[src/rtl/riscv_pkg.sv]
// Shared RV32I load/store definitions: funct3 size codes, LSU state encoding and alignment rule.
package riscv_pkg;

  localparam logic [2:0] F3_B  = 3'd0;
  localparam logic [2:0] F3_H  = 3'd1;
  localparam logic [2:0] F3_W  = 3'd2;
  localparam logic [2:0] F3_BU = 3'd4;
  localparam logic [2:0] F3_HU = 3'd5;

  typedef enum logic [2:0] {
    StIdle,
    StLoad,
    StRmwRd,
    StWrite,
    StResp
  } lsu_state_e;

  // Access size comes from funct3[1:0]; only legal encodings need a meaningful answer.
  function automatic logic lsu_misaligned(input logic [2:0] funct3, input logic [1:0] addr_lo);
    case (funct3[1:0])
      2'd1:    return addr_lo[0];
      2'd2:    return addr_lo != 2'b00;
      default: return 1'b0;
    endcase
  endfunction

endpackage

[src/rtl/lsu_lane_align.sv]
// Little-endian lane handling: load extract/extend and sub-word store merge into a read word.
module lsu_lane_align
  import riscv_pkg::*;
(
  input  logic [2:0]  funct3_i,
  input  logic [1:0]  addr_lo_i,
  input  logic [31:0] rdata_i,
  input  logic [31:0] wdata_i,
  output logic [31:0] load_data_o,
  output logic [31:0] store_data_o
);

  logic [7:0]  byte_sel;
  logic [15:0] half_sel;

  always_comb begin
    byte_sel = rdata_i[{addr_lo_i, 3'b000} +: 8];
    half_sel = addr_lo_i[1] ? rdata_i[31:16] : rdata_i[15:0];

    case (funct3_i)
      F3_B:    load_data_o = {{24{byte_sel[7]}}, byte_sel};
      F3_H:    load_data_o = {{16{half_sel[15]}}, half_sel};
      F3_BU:   load_data_o = {24'h0, byte_sel};
      F3_HU:   load_data_o = {16'h0, half_sel};
      default: load_data_o = rdata_i;
    endcase

    store_data_o = rdata_i;
    case (funct3_i)
      F3_B: store_data_o[{addr_lo_i, 3'b000} +: 8] = wdata_i[7:0];
      F3_H: begin
        if (addr_lo_i[1]) store_data_o[31:16] = wdata_i[15:0];
        else              store_data_o[15:0]  = wdata_i[15:0];
      end
      default: store_data_o = wdata_i;
    endcase
  end

endmodule

[src/rtl/lsu_mem_ctrl.sv]
// Load/store initiator: accepts one MEM-stage request at a time and drives a word-wide memory.
module lsu_mem_ctrl
  import riscv_pkg::*;
#(
  parameter int unsigned MemWidth = 32,
  parameter int unsigned MemDepth = 1024,
  parameter int unsigned AddrSize = 32
) (
  input  logic                clk,
  input  logic                rst,
  input  logic                req_valid_i,
  output logic                req_ready_o,
  input  logic                req_we_i,
  input  logic [2:0]          req_funct3_i,
  input  logic [AddrSize-1:0] req_addr_i,
  input  logic [MemWidth-1:0] req_wdata_i,
  output logic                rsp_valid_o,
  output logic [MemWidth-1:0] rsp_rdata_o,
  output logic                rsp_err_o,
  output logic [AddrSize-1:0] mem_addr_o,
  output logic                mem_r_en_o,
  output logic                mem_w_en_o,
  output logic [MemWidth-1:0] mem_wdata_o,
  input  logic [MemWidth-1:0] mem_rdata_i
);

  lsu_state_e          state_q;
  logic                we_q;
  logic [2:0]          funct3_q;
  logic [AddrSize-1:0] addr_q;
  logic [MemWidth-1:0] wdata_q;
  logic                rsp_valid_q;
  logic                rsp_err_q;
  logic [MemWidth-1:0] rsp_rdata_q;

  logic [AddrSize-1:0] req_word;
  logic                illegal, misaligned, out_of_range, req_err;
  logic [MemWidth-1:0] load_data, store_data;

  assign req_word     = req_addr_i >> 2;
  assign illegal      = req_we_i ? (req_funct3_i > F3_W)
                                 : (req_funct3_i == 3'd3 || req_funct3_i >= 3'd6);
  assign misaligned   = lsu_misaligned(req_funct3_i, req_addr_i[1:0]);
  assign out_of_range = req_word >= AddrSize'(MemDepth);
  assign req_err      = illegal | misaligned | out_of_range;

  lsu_lane_align u_lane_align (
    .funct3_i     (funct3_q),
    .addr_lo_i    (addr_q[1:0]),
    .rdata_i      (mem_rdata_i),
    .wdata_i      (wdata_q),
    .load_data_o  (load_data),
    .store_data_o (store_data)
  );

  always_ff @(posedge clk) begin
    if (!rst) begin
      state_q     <= StIdle;
      we_q        <= 1'b0;
      funct3_q    <= '0;
      addr_q      <= '0;
      wdata_q     <= '0;
      rsp_valid_q <= 1'b0;
      rsp_err_q   <= 1'b0;
      rsp_rdata_q <= '0;
    end else begin
      rsp_valid_q <= 1'b0;
      case (state_q)
        StIdle: begin
          if (req_valid_i) begin
            we_q     <= req_we_i;
            funct3_q <= req_funct3_i;
            addr_q   <= req_addr_i;
            wdata_q  <= req_wdata_i;
            if (req_err) begin
              state_q     <= StResp;
              rsp_valid_q <= 1'b1;
              rsp_err_q   <= 1'b1;
              rsp_rdata_q <= '0;
            end else if (!req_we_i) begin
              state_q <= StLoad;
            end else if (req_funct3_i == F3_W) begin
              state_q <= StWrite;
            end else begin
              state_q <= StRmwRd;
            end
          end
        end
        StLoad: begin
          rsp_rdata_q <= load_data;
          rsp_err_q   <= 1'b0;
          rsp_valid_q <= 1'b1;
          state_q     <= StResp;
        end
        // The merged word replaces the store data so WRITE drives one source.
        StRmwRd: begin
          wdata_q <= store_data;
          state_q <= StWrite;
        end
        StWrite: begin
          rsp_rdata_q <= '0;
          rsp_err_q   <= 1'b0;
          rsp_valid_q <= 1'b1;
          state_q     <= StResp;
        end
        StResp: begin
          rsp_err_q <= 1'b0;
          state_q   <= StIdle;
        end
        default: state_q <= StIdle;
      endcase
    end
  end

  assign req_ready_o = rst & (state_q == StIdle);
  assign mem_r_en_o  = rst & ((state_q == StLoad) | (state_q == StRmwRd));
  assign mem_w_en_o  = rst & (state_q == StWrite);
  assign mem_wdata_o = (state_q == StWrite) ? wdata_q : '0;
  assign mem_addr_o  = addr_q >> 2;
  assign rsp_valid_o = rsp_valid_q;
  assign rsp_err_o   = rsp_err_q;
  assign rsp_rdata_o = rsp_rdata_q;

endmodule
[config.mk]
export PLATFORM = sky130hd
export DESIGN_NAME = lsu_mem_ctrl
export DESIGN_NICKNAME = d
export VERILOG_FILES = /design/src/rtl/riscv_pkg.sv /design/src/rtl/lsu_lane_align.sv /design/src/rtl/lsu_mem_ctrl.sv
export SDC_FILE = /design/constraint.sdc
export NUM_CORES = 1
export LEC_CHECK = 0
export ABC_AREA = 1
export BUFFER_PORTS_ARGS = -buffer_cell sky130_fd_sc_hd__clkbuf_2
export CAP_MARGIN = 10
export CORE_MARGIN = 5
export CORE_UTILIZATION = 23
export CTS_BUF_LIST = sky130_fd_sc_hd__clkbuf_16
export CTS_CLUSTER_SIZE = 24
export DETAILED_ROUTE_END_ITERATION = 6
export PLACE_DENSITY_LB_ADDON = 0.1
export SLEW_MARGIN = 20
export SYNTH_ARGS = -nofsm -noshare
export SYNTH_HDL_FRONTEND = slang
export SYNTH_SLANG_ARGS = --single-unit
export TNS_END_PERCENT = 100
[constraint.sdc]
create_clock -name clk -period 1.9 [get_ports clk]
set_input_delay 0 -clock clk [delete_from_list [all_inputs] [get_ports clk]]
set_output_delay 0 -clock clk [all_outputs]
set_load 0.03 [all_outputs]
==> impl_metrics.py, run 1 <==
metrics = {
    "clock_tree": {
        "cts_tree": "yes",
        "clockBufferDepth": 2,
        "clk_latency_ns": 0.36,
        "clock_sinks": 104,
        "clkTransAtPathRegs_ns": 0.08,
        "root_buffer": "clkbuf_16",
        "cts_setup_buffers": 0,
        "cts_buffers": 9,
        "h-tree-depth": 3,
    },
    "sta": {
        "max_freq_mhz": 570,
        "finalSetupTns_ns": 0,
        "setup_violations": 0,
        "grt_setup_unrepaired": "false",
        "clock_skew_ns": 0.00914,
        "drv_slew": 0,
        "hold_viol_final": 0,
        "hold_slack_ns": 0.0214,
        "worst_slack_ns": 0.145,
        "fin_crit_ns": 1.75,
        "min_period_over_period_pct": 92.4,
    },
    "setup_path": {
        "reg2reg_depth": 7,
        "rr_endpoint": "wdata_q[24]",
        "critical_path_required_ns": 2.19,
        "worstSetupPathType": "register to register",
        "r2r_start": "addr_q[0]",
        "worst-r2r-setup-slack_ns": 0.15,
        "end_kind": "register",
        "startpoint_type": "register",
        "arrival_ns": 2.05,
        "cp_max_fo": 7,
    },
    "placement": {
        "dpl_worst_slack_ns": -0.0304,
        "dp_hpwl_um": 19700,
        "port_buffers": 201,
        "place.gp.congestion": 0.820,
    },
    "pwr": {
        "combPwrFrac_pct": 25.8,
        "intPower_w": 0.00373,
        "swShare_pct": 34.1,
        "clkPwrFrac_pct": 31.4,
        "vdd_ir_drop_max_uv": 352,
        "power.leakage_nw": 4.16,
        "p_switching_w": 0.00193,
        "p_seq_share_pct": 42.7,
        "p_per_area_nw_per_um2": 656,
    },
    "synthesis": {
        "yosysTopAreaCell": "dfxtp_1",
        "syn_inst": 1051,
        "synth_warnings": 0,
        "synth_fa_ha_area_share_pct": 1.55,
        "synth_area_um2": 6470,
        "synth_area_leaders": "dfxtp_1, nor2_1, nand2_1, a21oi_1, inv_1",
        "synthDominantCellAreaShare_pct": 32.2,
        "ys_types": 40,
        "synth_compound_area_share_pct": 17.1,
        "synth_top_family_by_area": "simple AND/OR/NAND/NOR gates",
        "muxShareOfSynthArea_pct": 0.155,
        "syn_avg_cell_area_um2": 6.15,
        "synth_seq_cells": 104,
        "yosysSeqAreaShare_pct": 32.2,
        "synthSimpleGateAreaFrac_pct": 33.3,
        "synth-xor-area-share_pct": 0,
    },
    "worst_hold_path": {
        "hold_start": "req_funct3_i[0]",
        "whs_path_depth": 3,
        "min_to": "funct3_q[0]",
        "hold_path_class": "input port to register",
    },
    "route": {
        "drt-initial-drc-count": 550,
        "drt-total-wl_um": 26100,
        "via_per_inst": 4.38,
        "wl_per_cell_um": 15.8,
        "num_vias": 7212,
        "ant_nets": 0,
        "firstDrtPassIters": 5,
        "drcViolationCount": 0,
    },
    "cells_and_area": {
        "n_fill_cell": 3218,
        "seqCellArea_um2": 2080,
        "nets": 1375,
        "postLayoutCoreUtil_pct": 31.0,
        "antennaDiodeCount": 0,
        "multi_input_area_um2": 3400,
        "drive_gt1_share_pct": 22.6,
        "syn_to_final_growth_pct": 33.3,
    },
    "global_routing": {
        "grt_pass1_wl_um": 40700,
        "top_usage_layer": "met2",
        "overflow": 0,
        "first_global_vias": 7298,
        "grt_max_degree": 71,
        "use_met3_pct": 4.32,
        "antenna_found_initial": 3,
        "met1_usage_pct": 20.6,
        "track_usage_pct": 16.4,
        "grt.met2_usage_pct": 28.1,
    },
    "run_status": {
        "outcome": "completed",
    },
    "job": {
        "drv_cap": 0,
    },
    "floorplanning": {
        "ios": 204,
        "start_util_pct": 23.3,
        "fp.dieH_um": 178,
        "die_area_um2": 31600,
        "core_area_um2": 27800,
        "rows": 61,
        "die_w_um": 178,
    },
}
metrics by stage:
stage	instances	instance area [um2]	power, W
2_1_floorplan	1052	6470	0.00336
3_3_place_gp	1575	7770	0.00384
3_5_place_dp	1575	7770	0.00383
4_1_cts	1645	8590	0.00574
5_1_grt	1646	8620	0.00601
6_report	1646	8620	0.00566
power by group through the flow:
stage	combinational [W]	clock (W)	sequential, W
3_5_place_dp	0.00137	0	0.00247
2_1_floorplan	0.000827	0	0.00253
3_3_place_gp	0.00137	0	0.00247
4_1_cts	0.00146	0.00186	0.00242
6_report	0.00146	0.00178	0.00242
5_1_grt	0.00163	0.00194	0.00244
flip-flops by register name, indices dropped and copies added, names as in the netlist:
register     count
addr_q          32
rsp_rdata_o     32
wdata_q         32
funct3_q         3
state_q          3
rsp_err_o        1
rsp_valid_o      1
layer usage:
layer  up-vias  part of all wire [%]
met3        21                   6.4
li1       3725                     -
met4         4                   1.3
met2       200                    47
met5         -                  0.10
met1      3262                    45
cell type report:
type / count / area share (%)
clock inverter: 6 / 0.421
tap: 378 / 5.48
multi-input combinational: 726 / 39.4
timing repair buffer: 294 / 22.3
sequential: 104 / 24.1
inverter: 129 / 5.64
clock buffer: 9 / 2.61
layout by cell type (no fill, tap or decap), types with 32 or more instances in the layout:
cell type      synthesis  final
nor2_1               207    206
clkbuf_2               1    201
nand2_1              182    181
inv_1                121    121
dfxtp_1              104    104
a21oi_1               94     94
nand3_1               83     83
o21ai_0               72     72
dlygate4sd3_1          0     55
buf_4                 39     32
how the worst max path moves through the flow:
stage	cells past startpoint	from	to	slack, ns
2_1_floorplan	11	addr_q[1]	wdata_q[22]	0.01
3_3_place_gp	7	addr_q[1]	wdata_q[24]	0.007
5_1_grt	10	addr_q[1]	wdata_q[22]	0.01
3_5_place_dp	7	addr_q[1]	wdata_q[24]	-0.03
4_1_cts	7	addr_q[1]	wdata_q[24]	0.05
6_report	7	addr_q[0]	wdata_q[24]	0.15
worst max-delay path, stage by stage, from the launching register on:
cell and delay [ns]:
dfxtp_1 0.33, inv_1 0.10, ha_1 0.34, inv_1 0.19, nand2_2 0.16, nor4_2 0.20, o21ai_0 0.21, a21oi_1 0.16
timing repair:
action | 4_1_cts | 5_1_grt
hold buffers | 55 | 0
cloned | 0 | 1
hold endpoints to repair | 56 | 0
gates resized for setup | 1 | 3
setup endpoints to repair | 1 | 17
cells by family after synthesis:
logic type,after synthesis
multiplexers,1
other,1
AND/OR/NAND/NOR,511
AO/OA/AOI/OAI,204
flip-flops,104
buffers and inverters,222
adder cells (fa/ha/maj),8
synth_stat cells (all sizes together):
library cell,number
a22oi,1
nand4,5
o211ai,24
inv,128
a211oi,2
nor4,2
ha,8
a21oi,94
clkbuf,36
or2,4
nor2,221
o22ai,1
nand3,86
conb,1
o21ai,74
dfxtp,104
and2,1
mux2i,1
a31oi,7
buf,57
clkinv,1
o21bai,1
nor3,6
nand2,186
No activity file was read; power rests on OpenSTA's default activity.
==> inputs of run 2 (changes only) <==
CORE_UTILIZATION = 30   (was 23)
SETUP_SLACK_MARGIN = 0.15   (was unset)
==> run 2 against run 1 <==
Effect of this change:
- via count is 1.5% higher
- critical path depth is 1 higher
- clock power is 3% lower
- critical path type unchanged
- count of clock-buffer cells in the layout stayed put
- utilization is 10 points higher
- sequential cell count stayed put
- highest routed layer is now met4
==> impl_metrics.py, run 2 (same netlist as run 1, synthesis figures left out) <==
metrics = {
    "sta": {
        "hold_viol_final": 0,
        "max_freq_mhz": 594,
        "grt_setup_unrepaired": "true",
        "hold_slack_ns": 0.0222,
        "drv_slew": 0,
        "fin_crit_ns": 1.68,
        "finalSetupTns_ns": 0,
        "setup_violations": 0,
        "clock_skew_ns": 0.00613,
        "min_period_over_period_pct": 88.6,
    },
    "setup_path": {
        "critical_path_required_ns": 2.14,
        "arrival_ns": 1.93,
        "reg2reg_depth": 8,
        "startpoint_type": "register",
        "worstSetupPathType": "register to register",
        "end_kind": "register",
        "cp_max_fo": 17,
    },
    "floorplanning": {
        "ios": 204,
        "rows": 53,
        "start_util_pct": 30.6,
        "die_w_um": 157,
        "fp.dieH_um": 157,
        "core_area_um2": 21200,
        "die_area_um2": 24600,
    },
    "global_routing": {
        "antenna_found_initial": 0,
        "first_global_vias": 6973,
        "grt_max_degree": 55,
        "track_usage_pct": 19.1,
        "grt_pass1_wl_um": 37400,
        "overflow": 0,
    },
    "clock_tree": {
        "root_buffer": "clkbuf_16",
        "h-tree-depth": 3,
        "cts_tree": "yes",
        "clockBufferDepth": 2,
        "clock_sinks": 104,
        "cts_buffers": 9,
        "clk_latency_ns": 0.36,
        "clkTransAtPathRegs_ns": 0.07,
    },
    "cells_and_area": {
        "antennaDiodeCount": 0,
        "final_cell_mix": "nor2_1, clkbuf_2, nand2_1",
        "syn_to_final_growth_pct": 35.6,
        "seqCellArea_um2": 2090,
        "final_common_cell": "nor2_1",
        "postLayoutCellArea_um2": 8770,
        "nets": 1389,
        "drive_gt1_share_pct": 24.7,
        "postLayoutCoreUtil_pct": 41.5,
        "stdcell_count": 1556,
        "n_fill_cell": 2360,
        "multi_input_area_um2": 3490,
    },
    "run_status": {
        "outcome": "completed",
    },
    "job": {
        "drv_cap": 0,
    },
    "route": {
        "wl_per_cell_um": 15.8,
        "num_vias": 7317,
        "drt-total-wl_um": 24600,
        "drcViolationCount": 0,
        "drt-initial-drc-count": 420,
        "via_per_inst": 4.70,
        "ant_nets": 0,
        "firstDrtPassIters": 5,
    },
    "worst_hold_path": {
        "whs_path_depth": 3,
        "hold_path_class": "input port to register",
    },
    "placement": {
        "placed_cells": 1464,
        "dpl_cell_area_um2": 7550,
        "place.gp.congestion": 0.866,
        "dp_hpwl_um": 17800,
        "port_buffers": 201,
    },
    "pwr": {
        "vdd_ir_drop_max_uv": 427,
        "power.leakage_nw": 4.25,
        "p_per_area_nw_per_um2": 649,
    },
}
==> run 2: what timing repair did <==
action / in CTS / in global routing
hold buffers: 56 / 0
endpoints found under the setup margin: 6 / 65
gates resized for setup: 4 / 39
gates cloned: 1 / 9
buffers inserted: 0 / 12
endpoints found under the hold margin: 57 / 0
pin swaps: 0 / 6
==> run 2: worst paths after layout <==
check,slack (ns),to,from
worst max-delay path,0.22,wdata_q[15],addr_q[0]
worst min-delay path,0.02,addr_q[1],req_addr_i[1]
worst max register to register,0.22,wdata_q[15],addr_q[0]
worst min register to register,0.45,rsp_err_o,rsp_err_o
==> run 2: routing by layer <==
metal	part of all wire [%]	vias up	track usage, %	routed length, um
li1	-	3760	-	-
met1	44	3295	24.6	10800
met2	46	241	31.6	11300
met3	8.5	21	5.78	2090
met4	1.5	0	3.88	359
met5	0	-	0	0
==> run 2: through the flow <==
| step | setup slack, ns | power (W) |
|---|---|---|
| 2_1_floorplan | 0.149 | 0.00336 |
| 3_3_place_gp | 0.0437 | 0.00379 |
| 3_5_place_dp | 0.0268 | 0.00379 |
| 4_1_cts | 0.138 | 0.00563 |
| 5_1_grt | 0.103 | 0.00603 |
| 6_report | 0.216 | 0.00569 |
==> run 2: cell type report <==
cell class	instances	share of cell area (%)
clock inverters	5	0.300
clock buffers	9	2.57
multi-input cells	726	39.8
inverters	129	5.62
well taps	275	3.92
repair inverters	3	0.228
flip-flops and latches	104	23.8
repair buffers	305	23.7
==> run 2: power breakdown <==
part	internal, W	switching, W	leakage (nW)
sequential	0.00233	0.0000896	0.860
clock	0.000864	0.000852	0.124
combinational	0.000587	0.000961	3.26
==> run 2: worst max-delay path, stage by stage (launching register included) <==
cell and delay [ns]:
dfxtp_1 0.33, buf_6 0.16, ha_1 0.21, nand2_2 0.20, clkinvlp_4 0.16, o21ai_0 0.22, nand2_1 0.07, o21ai_1 0.13
a21oi_1 0.09
